**config.mk**
```make
export PLATFORM = sky130hd
export DESIGN_NAME = frog_move_ctrl
export DESIGN_NICKNAME = d
export VERILOG_FILES = /design/src/rtl/frog_move_ctrl.sv
export SDC_FILE = /design/constraint.sdc
export NUM_CORES = 1
export LEC_CHECK = 0
export CAP_MARGIN = 40
export CORE_MARGIN = 5
export CORE_UTILIZATION = 45
export CTS_BUF_LIST = sky130_fd_sc_hd__clkbuf_16
export DETAILED_ROUTE_END_ITERATION = 8
export HOLD_SLACK_MARGIN = 0.06
export PLACE_DENSITY_LB_ADDON = 0.3
export SLEW_MARGIN = 20
export SYNTH_ARGS = -nofsm -noshare
export SYNTH_HDL_FRONTEND = slang
export SYNTH_SLANG_ARGS = --single-unit
```
**constraint.sdc**
```tcl
create_clock -name clk -period 1.7 [get_ports clk]
set_input_delay 0.34 -clock clk [delete_from_list [all_inputs] [get_ports clk]]
set_output_delay 0.34 -clock clk [all_outputs]
set_load 0.02 [all_outputs]
```
**src/rtl/frog_move_ctrl.sv**
```systemverilog
// frog_move_ctrl: key front end for the Frogger LED row.
// Each key is synchronized, debounced, and turned into one move request per press.
// The two key requests are then resolved against each other and against the row's
// lightOn vector, and the result is registered onto L / R / blocked.
// Optional feature: define FROG_AUTOREPEAT_EN to add auto-repeat while a key is held.

// One key lane: 2-flop synchronizer, debouncer, and press FSM.
module frog_key_lane #(
    parameter int DEBOUNCE_CYCLES = 4,
    parameter int REPEAT_CYCLES   = 16
) (
    input  logic clk,
    input  logic reset,
    input  logic key,
    output logic db,
    output logic req
);
    typedef enum logic [1:0] {IDLE, ARMED, HELD} st_t;

    logic [1:0]  sync;
    logic [15:0] cnt;
    st_t         st, st_nx;
    logic        rep_hit;

    // Out-of-range parameters are rejected when the design is elaborated.
    if (DEBOUNCE_CYCLES < 1 || DEBOUNCE_CYCLES > 65535 ||
        REPEAT_CYCLES < 2 || REPEAT_CYCLES > 65535) begin : g_bad_cfg
        $error("frog_key_lane: DEBOUNCE_CYCLES or REPEAT_CYCLES out of range");
    end

    // Two-flop synchronizer for the asynchronous key.
    always_ff @(posedge clk or negedge reset) begin
        if (!reset) sync <= 2'b00;
        else        sync <= {sync[0], key};
    end

    // Debouncer: accept a new level only after it has held DEBOUNCE_CYCLES cycles.
    always_ff @(posedge clk or negedge reset) begin
        if (!reset) begin
            db  <= 1'b0;
            cnt <= '0;
        end else if (sync[1] == db) begin
            cnt <= '0;
        end else if (cnt == 16'(DEBOUNCE_CYCLES - 1)) begin
            db  <= sync[1];
            cnt <= '0;
        end else begin
            cnt <= cnt + 16'd1;
        end
    end

`ifdef FROG_AUTOREPEAT_EN
    logic [15:0] rcnt;

    // rcnt counts cycles since the last issued request while the key stays down,
    // so a hit at REPEAT_CYCLES-1 lands each repeat exactly REPEAT_CYCLES after the previous pulse.
    assign rep_hit = (st == HELD) && db && (rcnt == 16'(REPEAT_CYCLES - 1));

    // Repeat counter: runs through ARMED/HELD, restarts on each repeat, clears when the key goes idle.
    always_ff @(posedge clk or negedge reset) begin
        if (!reset)                           rcnt <= '0;
        else if (st == IDLE || st_nx == IDLE) rcnt <= '0;
        else if (rep_hit)                     rcnt <= '0;
        else                                  rcnt <= rcnt + 16'd1;
    end
`else
    assign rep_hit = 1'b0;
`endif

    // Press FSM state register.
    always_ff @(posedge clk or negedge reset) begin
        if (!reset) st <= IDLE;
        else        st <= st_nx;
    end

    // Press FSM next state; a request is raised on the debounced rising edge (and on repeats).
    always_comb begin
        st_nx = st;
        req   = 1'b0;
        case (st)
            IDLE:    if (db) begin
                         st_nx = ARMED;
                         req   = 1'b1;
                     end
            ARMED:   st_nx = db ? HELD : IDLE;
            HELD:    if (!db)         st_nx = IDLE;
                     else if (rep_hit) req  = 1'b1;
            default: st_nx = IDLE;
        endcase
    end
endmodule

// Top: two key lanes plus request resolution against the row.
module frog_move_ctrl #(
    parameter int N               = 8,
    parameter int DEBOUNCE_CYCLES = 4,
    parameter int REPEAT_CYCLES   = 16
) (
    input  logic         clk,
    input  logic         reset,
    input  logic         keyL,
    input  logic         keyR,
    input  logic [N-1:0] rowLights,
    output logic         L,
    output logic         R,
    output logic         blocked
);
    localparam int NUM_KEYS = 2;   // lane 1 = left, lane 0 = right

    logic [NUM_KEYS-1:0] keys, db, req;
    logic                mv_l, mv_r, blk;

    assign keys = {keyL, keyR};

    for (genvar k = 0; k < NUM_KEYS; k++) begin : g_lane
        frog_key_lane #(
            .DEBOUNCE_CYCLES(DEBOUNCE_CYCLES),
            .REPEAT_CYCLES  (REPEAT_CYCLES)
        ) u_lane (
            .clk  (clk),
            .reset(reset),
            .key  (keys[k]),
            .db   (db[k]),
            .req  (req[k])
        );
    end

    // Resolve requests: any conflict, row edge, or missing frog turns the move into a blocked pulse.
    always_comb begin
        mv_l = 1'b0;
        mv_r = 1'b0;
        blk  = 1'b0;
        if (req[1] && req[0])         blk = 1'b1;
        else if (req[1] || req[0]) begin
            if (rowLights == '0)      blk = 1'b1;
            else if (req[1]) begin
                if (db[0] || rowLights[N-1]) blk  = 1'b1;
                else                         mv_l = 1'b1;
            end else begin
                if (db[1] || rowLights[0])   blk  = 1'b1;
                else                         mv_r = 1'b1;
            end
        end
    end

    // Register the resolved result so every pulse is exactly one clean cycle.
    always_ff @(posedge clk or negedge reset) begin
        if (!reset) begin
            L       <= 1'b0;
            R       <= 1'b0;
            blocked <= 1'b0;
        end else begin
            L       <= mv_l;
            R       <= mv_r;
            blocked <= blk;
        end
    end
endmodule
```
======== After elaboration in Yosys (flattened, before gate mapping) ========
Cells that the tools add are included.
word-level totals
  bits in registers ....................... 45
  bits in latches ......................... 0
  RAM bits ................................ 0
  ROM bits ................................ 0
  input port bits ......................... 12
  output and inout bits ................... 3
  logic and storage cells ................. 70
  memories ................................ 0
cells by class
  add/subtract/negate cells ............... 2
  $mul .................................... 0
  divide/modulo/power cells ............... 0
  order comparisons ....................... 0
  equality and inequality tests ........... 12
  shifts and indexed selects .............. 0
  mux-type cells .......................... 32
  bitwise operators ....................... 2
  reductions and logical operators ........ 11
operators with widths
  cell                   number
  $mux 16                4
  $add 16x1->16 const B  2
  $eq 16x2->1 const B    2
  $mux 1                 20
  $mux 2                 6
  $pmux 2 s3             2
  $logic_not 8->1        1
  $reduce_and 2->1       4
  $eq 2x1->1 const B     2
  $eq 2x2->1 const B     2
  $logic_not 2->1        2
  $ne 2x1->1 const B     2
  $ne 2x2->1 const B     2
  $logic_or 1x1->1       3
  $eq 1x1->1             2
  $not 1->1              2
  $logic_and 1x1->1      1

======== Logic depth before layout (Yosys ltp) ========
  depth after elaboration ................. 6
  gate-level depth with buffers ........... 6
  depth with buffers taken out ............ 5

======== Cells and area by module ========
Synthesis repeated with hierarchy kept, for this count alone.
unflattened totals
  cell total of the unflattened synthesis .. 199
  area total of the unflattened synthesis .. 2,140.8 µm²
by module, submodules not included
  module          times used  cells each  area an instance (µm²)  seq. area each (µm²)
  frog_key_lane   2           93          999.7                   525.5
  frog_move_ctrl  1           13          141.4                   75.1

======== Least setup slack after synthesis ========
No wires, ideal clock.
  path type ............................... register -> register
  from .................................... register g_lane[1].u_lane.cnt[0]
  to ...................................... register g_lane[1].u_lane.cnt[10]
  library setup time ...................... 0.121 ns
  data arrival time ....................... 1.449 ns
  data required time ...................... 1.579 ns
  path slack .............................. 0.130 ns
  cell stages (with the launch flop) ...... 7
  path buffers ............................ 1
  clock period less this slack ............ 1.570 ns
  path through ............................ dfrtp_1 > ha_1 > nor4b_1 > nand4_1 > nand2_1 > buf_2 > nor2_1
on the way
  longest elaborated chain between the ends .. 3
  elaborated cells between the ends (all ways) .. 4
  those cells by class .................... add/sub: 1; eq/ne: 1; mux: 2
ends and longest elaborated chain
  element                                       line    text
  start: declaration                            21      logic [15:0] cnt;
  start signal: assignment                      48      cnt <= cnt + 16'd1;
  $add 16x1->16 or $eq 16x2->1 (tied branches)  48, 44
  $mux 16 *                                     44      end else if (cnt == 16'(DEBOUNCE_CYCLES - 1)) begin
  $mux 16 *                                     42      end else if (sync[1] == db) begin
Mark *: on every way between the ends. The rest lies on a longest branch, timed or not.
A chain may end at the register's enable or synchronous reset.

======== Final worst setup path ========
  from .................................... register g_lane[0].u_lane.cnt[6]
  to ...................................... register g_lane[0].u_lane.cnt[15]
on the way
  longest elaborated chain between the ends .. 3
  elaborated cells between the ends (all ways) .. 4
  those cells by class .................... add/sub: 1; eq/ne: 1; mux: 2
ends and longest elaborated chain
  element                                       line
  start: declaration                            21
  start signal: assignment                      48
  $add 16x1->16 or $eq 16x2->1 (tied branches)  48, 44
  $mux 16 *                                     44
  $mux 16 *                                     42
Marked as above.

==> metrics.cfg <==
[grt]
first_global_vias=1505
antenna_found_initial=0
grt_overflow_total=0
grt_max_degree=24
grt_util_all_layers_pct=13.5
grt_pass1_wl_um=6670

[outcome]
status=finished, final reports clean

[floorplanning]
die_h_um=77.3
die_area_mm2=0.00597
die_x_um=77.3
io_pins=15
num_rows=24
start_util_pct=46.5
core-area_mm2=0.00438

[pwr]
power_density_mw_per_mm2=1290
finalPower_mw=3.28
ir_drop_v=0.000827
p_leak_nw=1.05

[layout]
area_delta_synth_final_pct=24.4
fin_nets=241
diodes=0
finalCoreUtilization_pct=57.8
final_common_cell=dfrtp_1
drive_gt1_share_pct=11.4
final_cell_mix=dfrtp_1, nor2_1, xnor2_1

[synthesis]
synth_nets=210
synth_top_cell_area_share_pct=55.3
yosysUniqueCellTypes=26
netlist_area_mm2=0.00204
yosys_warnings=0
synthTopCellsByArea=dfrtp_1, xnor2_1, nor2_1, xor2_1, nor4_1
synth_edf_count=0
synthFlopType=dfrtp_1
yosys.area.top_type=dfrtp_1
ys_seq_area_share_pct=55.3
ys_ff_latch=45
netlist_instances=196
syn_avg_cell_area_um2=10.4
synth-async-reset-ratio_pct=100

[placement]
io_buffers=14
place_congestion=0.818
place_ws_ns=0.0930
hpwl_um=2730

[clock_network]
numClockSinks=45
tritoncts=done
clockRootBuffer=clkbuf_16
clk_latency_ns=0.28
htreeDepth=2
clk_pin_slew_worst_paths_ns=0.06
clockBufferDepth=2
cts_buffers=5

[worst_setup_path]
end_kind=flip-flop
worstPathRequired_ns=1.90
critical_path.max_fanout=6
startpoint_type=flip-flop
crit_type=reg2reg
worstPathArrival_ns=1.77

[timing]
slew_headroom_pct=67.8
setup-tns-final_ns=0
slew_violations=0
worst_clock_skew_ns=0.00351
setup_ws_ns=0.132
whs_ns=0.351
setup_viol=0
hold_viol_final=0
max_clock_freq_mhz=638
worstMarginPinSlew_ns=0.483
fin_crit_ns=1.57
fin_crit_sh_pct=92.2

[flow_run]
maxCapViolations=0

[drt]
num_vias=1524
drc_errors=0
drt_first_pass_iters=4
drt_iter0_markers=110
routed_wl_um=3770
drtAntennaViolNets=0
drt-vias-per-instance=5.44
routedWlPerCell_um=13.5

[min_path]
hp-class=reg2reg

-- stage by stage --
step                instance area, um^2  cells
floorplan                          2040    196
global placement                   2320    270
detailed placement                 2320    270
CTS                                2520    279
global route                       2530    280
finish                             2530    280
-- what timing repair did --
item | in CTS | in global routing
setup endpoints to repair | 0 | 30
setup buffers | 0 | 1
hold endpoints to repair | 21 | 0
gates resized for setup | 0 | 2
hold buffers | 1 | 0
-- critical path, cell delays in order (launching register included) --
cell,delay (ns)
dfrtp_1,0.47
nand3_1,0.18
nor3_1,0.31
or3b_1,0.38
a21oi_1,0.14
-- final cells by class --
cell class | instances | area, um^2
clock inverters | 3 | 65.1
flip-flops and latches | 45 | 1130
well taps | 52 | 65.1
clock buffers | 5 | 125
repair buffers | 27 | 248
fillers | 381 | 1850
inverters | 6 | 22.5
multi-input cells | 142 | 882
-- path summary, 6_finish.rpt --
kind | from | end | slack [ns] | cells after the start
max | g_lane[0].u_lane.cnt[6] | g_lane[0].u_lane.cnt[15] | 0.13 | 4
min | g_lane[0].u_lane.sync[0] | g_lane[0].u_lane.sync[1] | 0.35 | 0
max reg2reg | g_lane[0].u_lane.cnt[6] | g_lane[0].u_lane.cnt[15] | 0.13 | 4
min reg2reg | g_lane[0].u_lane.sync[0] | g_lane[0].u_lane.sync[1] | 0.35 | 0
max in group asynchronous | reset | g_lane[0].u_lane.cnt[12] | 0.58 | 3
min in group asynchronous | reset | g_lane[1].u_lane.cnt[3] | 0.56 | 2
-- synthesized netlist by cell type, types with 3 or more instances --
cell type and number:
or3_1 3, nand4_1 11, inv_1 6, and3_1 3, dfrtp_1 45, nor3_1 9
nand2_1 10, nand3_1 10, nor4_1 12, nor2_1 35, xnor2_1 18, xor2_1 13
-- logic make-up (layout without fill, tap and decap cells) --
| family | after synthesis | count (layout) | share of synthesized area, % |
|---|---|---|---|
| adder cells (fa/ha/maj) | 2 | 2 | 1.23 |
| XOR/XNOR | 31 | 31 | 13.3 |
| AO/OA/AOI/OAI | 4 | 4 | 1.35 |
| multiplexers | 2 | 2 | 1.11 |
| flip-flops | 45 | 45 | 55.3 |
| AND/OR/NAND/NOR | 103 | 103 | 25.9 |
| buffers and inverters | 9 | 41 | 1.84 |
-- registers in the layout, indices dropped and copies added, names as in the netlist --
name and cells:
L 1, R 1, blocked 1, g_lane.u_lane.cnt 32, g_lane.u_lane.db 2, g_lane.u_lane.st 4
g_lane.u_lane.sync 4
-- layer usage --
metal / share of wire, % / vias up / global-route usage [%]
li1: - / 745 / -
met1: 48 / 742 / 17.7
met2: 46 / 35 / 21.8
met3: 4.9 / 2 / 4.10
met4: 0.66 / 0 / 3.61
met5: 0 / - / 0
-- where the power goes --
group	switching, mW	internal, mW
Combinational	0.372	0.354
Clock	0.374	0.838
Sequential	0.120	1.22
No activity file was read; power rests on OpenSTA's default activity.
